**config.mk**
```make
export PLATFORM = sky130hd
export DESIGN_NAME = damage_calc_flat
export DESIGN_NICKNAME = d
export VERILOG_FILES = /design/src/rtl/damage_pkg.sv /design/src/rtl/damage_calc_if.sv /design/src/rtl/damage_alu.sv /design/src/rtl/damage_calc.sv /design/src/flat_wrapper.sv
export SDC_FILE = /design/constraint.sdc
export NUM_CORES = 1
export LEC_CHECK = 0
export BUFFER_PORTS_ARGS = -buffer_cell sky130_fd_sc_hd__buf_2
export CAP_MARGIN = 20
export CORE_MARGIN = 1.5
export CORE_UTILIZATION = 30
export CTS_BUF_LIST = sky130_fd_sc_hd__clkbuf_16
export CTS_CLUSTER_DIAMETER = 40
export DETAILED_ROUTE_END_ITERATION = 10
export GPL_ROUTABILITY_DRIVEN = 0
export HOLD_SLACK_MARGIN = 0.06
export MAX_ROUTING_LAYER = met4
export PLACE_DENSITY = 0.55
export REMOVE_ABC_BUFFERS = 1
export SLEW_MARGIN = 20
export SYNTH_ARGS = -nofsm -noshare
export SYNTH_HDL_FRONTEND = slang
export SYNTH_SLANG_ARGS = --single-unit
```
**constraint.sdc**
```tcl
create_clock -name clk -period 6 [get_ports clk]
set_clock_uncertainty 0.2 [all_clocks]
set_input_delay 1.2 -clock clk [delete_from_list [all_inputs] [get_ports clk]]
set_output_delay 1.2 -clock clk [all_outputs]
set_load 0.02 [all_outputs]
```
**src/rtl/damage_pkg.sv**
```systemverilog
// damage_pkg: shared types and constants for the damage block.
// State encodings, unit-word field positions and side selectors.
package damage_pkg;

  typedef enum logic [2:0] {
    IDLE,
    RD_P,
    RD_E,
    CALC,
    WR_P,
    WR_E,
    DONE
  } state_t;

  // Unit word is {ATK, DEF, HP}; a field sits at FLD*STAT_W.
  localparam int HP_FLD  = 0;
  localparam int DEF_FLD = 1;
  localparam int ATK_FLD = 2;

  localparam logic SIDE_PLAYER = 1'b0;
  localparam logic SIDE_ENEMY  = 1'b1;

endpackage

```
**src/rtl/damage_calc_if.sv**
```systemverilog
// damage_calc_if: core start/done handshake plus unit-table bus.
// slave = damage_calc view; master = core FSM and unit-table RAM.
interface damage_calc_if #(
  parameter int NUM_LANES = 4,
  parameter int STAT_W    = 8,
  parameter int ADDR_W    = 3
);

  localparam int KW = $clog2(NUM_LANES + 1);

  logic              damageSCEN;
  logic              damageCalcDone;
  logic              rd_en;
  logic [ADDR_W-1:0] rd_addr;
  logic [3*STAT_W-1:0] rd_data;
  logic              wr_en;
  logic [ADDR_W-1:0] wr_addr;
  logic [STAT_W-1:0] wr_hp;
  logic [KW-1:0]     playerKills;
  logic [KW-1:0]     enemyKills;

  modport slave (
    input  damageSCEN,
    input  rd_data,
    output damageCalcDone,
    output rd_en,
    output rd_addr,
    output wr_en,
    output wr_addr,
    output wr_hp,
    output playerKills,
    output enemyKills
  );

  modport master (
    output damageSCEN,
    output rd_data,
    input  damageCalcDone,
    input  rd_en,
    input  rd_addr,
    input  wr_en,
    input  wr_addr,
    input  wr_hp,
    input  playerKills,
    input  enemyKills
  );

endinterface

```
**src/rtl/damage_alu.sv**
```systemverilog
// damage_alu: one-direction saturating damage, combinational.
// Ports: atk (attacker), def/hp (target) -> hp_new, killed.
module damage_alu #(
  parameter int STAT_W = 8
) (
  input  logic [STAT_W-1:0] atk,
  input  logic [STAT_W-1:0] def,
  input  logic [STAT_W-1:0] hp,
  output logic [STAT_W-1:0] hp_new,
  output logic              killed
);

  logic [STAT_W-1:0] dmg;

  always_comb begin
    dmg    = (atk > def) ? atk - def : '0;
    hp_new = (hp > dmg) ? hp - dmg : '0;
    killed = (hp != '0) && (hp_new == '0);
  end

endmodule

```
**src/rtl/damage_calc.sv**
```systemverilog
// damage_calc: per-lane mutual damage pass over the unit table.
// Ports: clk, reset (sync, active-high), bus (damage_calc_if.slave).
module damage_calc #(
  parameter int NUM_LANES = 4,
  parameter int STAT_W    = 8,
  parameter int ADDR_W    = 3
) (
  input logic         clk,
  input logic         reset,
  damage_calc_if.slave bus
);

  import damage_pkg::*;

  localparam int LW = (NUM_LANES > 1) ? $clog2(NUM_LANES) : 1;
  localparam int KW = $clog2(NUM_LANES + 1);
  localparam logic [LW-1:0] LAST = LW'(NUM_LANES - 1);

  state_t state, state_nx;

  logic [LW-1:0]       lane;
  logic [3*STAT_W-1:0] p_word;
  logic [STAT_W-1:0]   p_hp_new, e_hp_new;
  logic                engaged;
  logic [KW-1:0]       p_kills, e_kills;

  logic [STAT_W-1:0] p_atk, p_def, p_hp;
  logic [STAT_W-1:0] e_atk, e_def, e_hp;
  logic [STAT_W-1:0] p_new_c, e_new_c;
  logic              p_kill_c, e_kill_c, eng_c;
  logic              start;

  // Player word is held; enemy word is used straight off rd_data in CALC.
  assign p_atk = p_word[ATK_FLD*STAT_W +: STAT_W];
  assign p_def = p_word[DEF_FLD*STAT_W +: STAT_W];
  assign p_hp  = p_word[HP_FLD*STAT_W  +: STAT_W];
  assign e_atk = bus.rd_data[ATK_FLD*STAT_W +: STAT_W];
  assign e_def = bus.rd_data[DEF_FLD*STAT_W +: STAT_W];
  assign e_hp  = bus.rd_data[HP_FLD*STAT_W  +: STAT_W];

  assign eng_c = (p_hp != '0) && (e_hp != '0);
  assign start = bus.damageSCEN && (state == IDLE || state == DONE);

  damage_alu #(.STAT_W(STAT_W)) u_hit_enemy (
    .atk    (p_atk),
    .def    (e_def),
    .hp     (e_hp),
    .hp_new (e_new_c),
    .killed (e_kill_c)
  );

  damage_alu #(.STAT_W(STAT_W)) u_hit_player (
    .atk    (e_atk),
    .def    (p_def),
    .hp     (p_hp),
    .hp_new (p_new_c),
    .killed (p_kill_c)
  );

  always_ff @(posedge clk) begin
    if (reset) begin
      state    <= IDLE;
      lane     <= '0;
      p_word   <= '0;
      p_hp_new <= '0;
      e_hp_new <= '0;
      engaged  <= 1'b0;
      p_kills  <= '0;
      e_kills  <= '0;
    end else begin
      state <= state_nx;
      if (start) begin
        lane    <= '0;
        p_kills <= '0;
        e_kills <= '0;
      end
      if (state == RD_E) p_word <= bus.rd_data;
      if (state == CALC) begin
        p_hp_new <= p_new_c;
        e_hp_new <= e_new_c;
        engaged  <= eng_c;
        if (eng_c && e_kill_c) p_kills <= p_kills + KW'(1);
        if (eng_c && p_kill_c) e_kills <= e_kills + KW'(1);
      end
      if (state == WR_E && lane != LAST) lane <= lane + LW'(1);
    end
  end

  // Write strobes are also masked by reset so the reset edge never
  // commits a write from the cycle it lands in.
  always_comb begin
    state_nx           = state;
    bus.rd_en          = 1'b0;
    bus.rd_addr        = '0;
    bus.wr_en          = 1'b0;
    bus.wr_addr        = '0;
    bus.wr_hp          = '0;
    bus.damageCalcDone = 1'b0;
    unique case (state)
      IDLE: begin
        if (bus.damageSCEN) state_nx = RD_P;
      end
      RD_P: begin
        bus.rd_en   = 1'b1;
        bus.rd_addr = ADDR_W'({lane, SIDE_PLAYER});
        state_nx    = RD_E;
      end
      RD_E: begin
        bus.rd_en   = 1'b1;
        bus.rd_addr = ADDR_W'({lane, SIDE_ENEMY});
        state_nx    = CALC;
      end
      CALC: begin
        state_nx = WR_P;
      end
      WR_P: begin
        bus.wr_en   = engaged && !reset;
        bus.wr_addr = ADDR_W'({lane, SIDE_PLAYER});
        bus.wr_hp   = p_hp_new;
        state_nx    = WR_E;
      end
      WR_E: begin
        bus.wr_en   = engaged && !reset;
        bus.wr_addr = ADDR_W'({lane, SIDE_ENEMY});
        bus.wr_hp   = e_hp_new;
        state_nx    = (lane == LAST) ? DONE : RD_P;
      end
      DONE: begin
        bus.damageCalcDone = 1'b1;
        if (bus.damageSCEN) state_nx = RD_P;
      end
      default: state_nx = IDLE;
    endcase
  end

  assign bus.playerKills = p_kills;
  assign bus.enemyKills  = e_kills;

endmodule

```
**src/flat_wrapper.sv**
```systemverilog
// flat-port wrapper written by rule: the top's interface ports become plain ports
module damage_calc_flat import damage_pkg::*;
#(
  parameter int NUM_LANES = 4,
  parameter int STAT_W    = 8,
  parameter int ADDR_W    = 3
)
  (clk, reset, bus_damageSCEN, bus_rd_data, bus_damageCalcDone, bus_rd_en, bus_rd_addr, bus_wr_en, bus_wr_addr, bus_wr_hp, bus_playerKills, bus_enemyKills);
  damage_calc_if #(.NUM_LANES(NUM_LANES), .STAT_W(STAT_W), .ADDR_W(ADDR_W)) bus_i ();
  input logic clk;
  input logic reset;
  input wire logic [$bits(bus_i.damageSCEN)-1:0] bus_damageSCEN;
  input wire logic [$bits(bus_i.rd_data)-1:0] bus_rd_data;
  output wire logic [$bits(bus_i.damageCalcDone)-1:0] bus_damageCalcDone;
  output wire logic [$bits(bus_i.rd_en)-1:0] bus_rd_en;
  output wire logic [$bits(bus_i.rd_addr)-1:0] bus_rd_addr;
  output wire logic [$bits(bus_i.wr_en)-1:0] bus_wr_en;
  output wire logic [$bits(bus_i.wr_addr)-1:0] bus_wr_addr;
  output wire logic [$bits(bus_i.wr_hp)-1:0] bus_wr_hp;
  output wire logic [$bits(bus_i.playerKills)-1:0] bus_playerKills;
  output wire logic [$bits(bus_i.enemyKills)-1:0] bus_enemyKills;
  assign bus_i.damageSCEN = bus_damageSCEN;
  assign bus_i.rd_data = bus_rd_data;
  assign bus_damageCalcDone = bus_i.damageCalcDone;
  assign bus_rd_en = bus_i.rd_en;
  assign bus_rd_addr = bus_i.rd_addr;
  assign bus_wr_en = bus_i.wr_en;
  assign bus_wr_addr = bus_i.wr_addr;
  assign bus_wr_hp = bus_i.wr_hp;
  assign bus_playerKills = bus_i.playerKills;
  assign bus_enemyKills = bus_i.enemyKills;
  damage_calc #(.NUM_LANES(NUM_LANES), .STAT_W(STAT_W), .ADDR_W(ADDR_W)) u_core (.clk(clk), .reset(reset), .bus(bus_i));
endmodule
```
==> impl_metrics.csv <==
group,metric,value,unit
global_routing,grt_max_degree,60,
yosys,yosysMostFrequentCell,"nand2_1",
sta,hold_viol,0,
power,leakage,1.83,nW
cts,clock_latency,0.29,ns
power,power.density,231,nW/um^2
floorplan,die_h,118,um
setup_path,crit_slowest_cell,"fa_1",
yosys,syn-cell-area,3940,um^2
setup_path,startpoint_type,"input pin",
drt,vias,3559,
floorplan,die_w,118,um
setup_path,r2r_cells,18,
yosys,synth_ff_type,"dfxtp_1",
drt,drt_iter0_drc,182,
yosys,synth-seq-cells,52,
cts,ctsResizeCount,0,
floorplan,fp.coreArea,12700,um^2
sta,fmax,178,MHz
placement,io_buffer_count,49,
global_routing,antenna_found_initial,0,
setup_path,required,5.99,ns
yosys,yosys_warnings,0,
cells_and_area,antenna_cells,0,
setup_path,path_cells,"buf_2, inv_1, ha_1, fa_1, nor2b_1, o21ai_0, a21boi_0, o21ai_0, a21oi_1, o31a_1, nor2b_1, ha_1, fa_1, and2b_1, o31ai_2, mux2_4, a2111oi_4, and4_1, or2_4, mux2_1",
yosys,synth_edf_count,0,
cells_and_area,nets,618,
yosys,synth_top_cells_by_count,"nand2_1, a21oi_1, dfxtp_1",
cts,cts.clk_slew.worst_paths,0.07,ns
yosys,async_reset_ff_frac,0,
global_routing,grt.total_usage,0.145,
yosys,avgSynthCellArea,7.74,um^2
sta,tightest_slew,0.888,ns
drt,wl,9.73,mm
cts,cts_setup_buffers,0,
setup_path,crit_arrival,5.61,ns
cts,cts_buffers,5,
yosys,synth.distinct_cells,65,
flow_run,cap_violations,0,
cts,cts_hold_buf,0,
power,vdd_drop_max,0.115,mV
cells_and_area,drive_above_1_share,0.142,
sta,relSlewSlack,0.407,
cts,clock-sinks,52,
drt,via_per_inst,4.92,
hold_path,hold_class,"flip-flop to flip-flop",
drt,post-route-drc-count,0,
setup_path,rrSetupSlack,1.11,ns
cells_and_area,area_delta_synth_final,14.6,%
drt,top_layer,"met4",
yosys,synth_area_leaders,"dfxtp_1, ha_1, a21oi_1, nand2_1, inv_1",
sta,min_period,5.63,ns
sta,report.final.slew_viol_count,0,
sta,finalSetupViolCount,0,
drt,wire_per_inst,13.5,um
yosys,yosysTopAreaCell,"dfxtp_1",
hold_path,min_path_cells,2,
status,status,"complete, no violations",
cts,h-tree-depth,2,
setup_path,slowest_delay,0.42,ns
global_routing,grt_pass1_vias,3438,
yosys,synth_cells,509,
floorplan,dieArea,13800,um^2
power,total_power,0.00104,W
floorplan,io-pin-count,50,
setup_path,worstPathMaxFanout,9,
drt,wl_met1,4.92,mm
drt,ant_nets,0,
yosys,synth.top_cell.area_share,0.264,
floorplan,placement_rows,41,
hold_path,min_from,"u_core.p_word[11]",
setup_path,timing_worst_setup_path_type,"input pin to flip-flop",
setup_path,r2r-start,"u_core.p_word[8]",
setup_path,crit_path_end_kind,"flip-flop",
cts,clk_path_buf_depth,2,
yosys,ys_seq_area_frac,0.264,
drt,met2_length,4.40,mm
floorplan,start_util,0.310,
drt,dr.pass1.iters,4,
global_routing,grt_overflow,0,
cts,cts_tree,"built",
sta,rsz0062_at_grt,"no",
sta,fin_setup_tns,0,ns
drt,met3_length,346,um
sta,finalCritPeriodShare,0.938,
placement,dp_hpwl,7.71,mm
setup_path,reg2reg_to,"u_core.bus.enemyKills[0]",
hold_path,holdPathEnd,"u_core.p_word[11]",
cts,cts-root-buf,"clkbuf_16",
global_routing,grt_pass1_wl,16.3,mm
cell usage in the layout, fill, tap and decap left out, drive strengths merged, types with 11 or more instances in the layout:
cell type and n:
inv 41, buf 53, a21oi 59, nand2b 12, nand3b 11, nor2 35
nand2 71, nand3 14, dfxtp 52, nor3 11, o21ai 20, ha 37
nor2b 20
critical path: cells and delay by family:
family,cells,cell delay (ns)
multiplexers,2,0.66
AND/OR/NAND/NOR,5,0.94
AO/OA/AOI/OAI,7,1.66
adder cells (fa/ha/maj),4,1.03
buffers and inverters,2,0.13
registers in the layout, indices dropped and copies added (netlist names):
signal / cells
u_core.engaged: 1
u_core.bus.playerKills: 3
u_core.state: 3
u_core.lane: 2
u_core.e_hp_new: 8
u_core.p_hp_new: 8
u_core.bus.enemyKills: 3
u_core.p_word: 24
through the flow:
step	hold slack [ns]	setup WS [ns]	utilization	instance area, um^2	cells
3_3_place_gp	0.246	0.311	0.343	4360	715
2_1_floorplan	0.225	0.692	-	3870	490
4_1_cts	0.257	0.428	0.354	4510	723
3_5_place_dp	0.246	0.120	0.343	4360	715
5_1_grt	0.282	0.132	0.355	4510	723
6_report	0.255	0.374	0.355	4510	723
metal layers:
layer | vias up | global-route usage
met5 | - | -
met4 | 0 | 0.0244
met3 | 9 | 0.0237
met2 | 69 | 0.236
met1 | 1623 | 0.192
li1 | 1858 | -
kinds of logic after synthesis:
group | count (synthesis) | share of synthesized area
fa+ha+maj | 41 | 0.138
compound gates | 114 | 0.187
mux | 12 | 0.0321
buf+inv | 58 | 0.0556
xor+xnor | 16 | 0.0356
flops | 52 | 0.264
simple gates | 216 | 0.288
worst max-delay path by stage:
stage | startpoint | end | cells after the start
final | bus_rd_data[16] | u_core.bus.enemyKills[0] | 20
after global routing | bus_rd_data[16] | u_core.bus.enemyKills[0] | 20
after CTS | bus_rd_data[16] | u_core.bus.enemyKills[0] | 20
after detailed placement | bus_rd_data[16] | u_core.bus.enemyKills[0] | 20
after global placement | bus_rd_data[16] | u_core.bus.enemyKills[0] | 20
after floorplan | bus_rd_data[16] | u_core.bus.enemyKills[0] | 19
layout make-up:
type	instances	area [um^2]
clock buffer	5	125
timing repair buffer	53	275
fill	1414	8210
sequential	52	1040
inverter	39	146
clock inverter	3	25.0
multi-input combinational	399	2690
tap	172	215
where the power goes:
part / switching (W) / total (W) / internal [W]
Clock: 0.000140 / 0.000298 / 0.000158
Combinational: 0.000211 / 0.000364 / 0.000153
Sequential: 0.0000195 / 0.000381 / 0.000362
No activity file was read; power rests on OpenSTA's default activity.
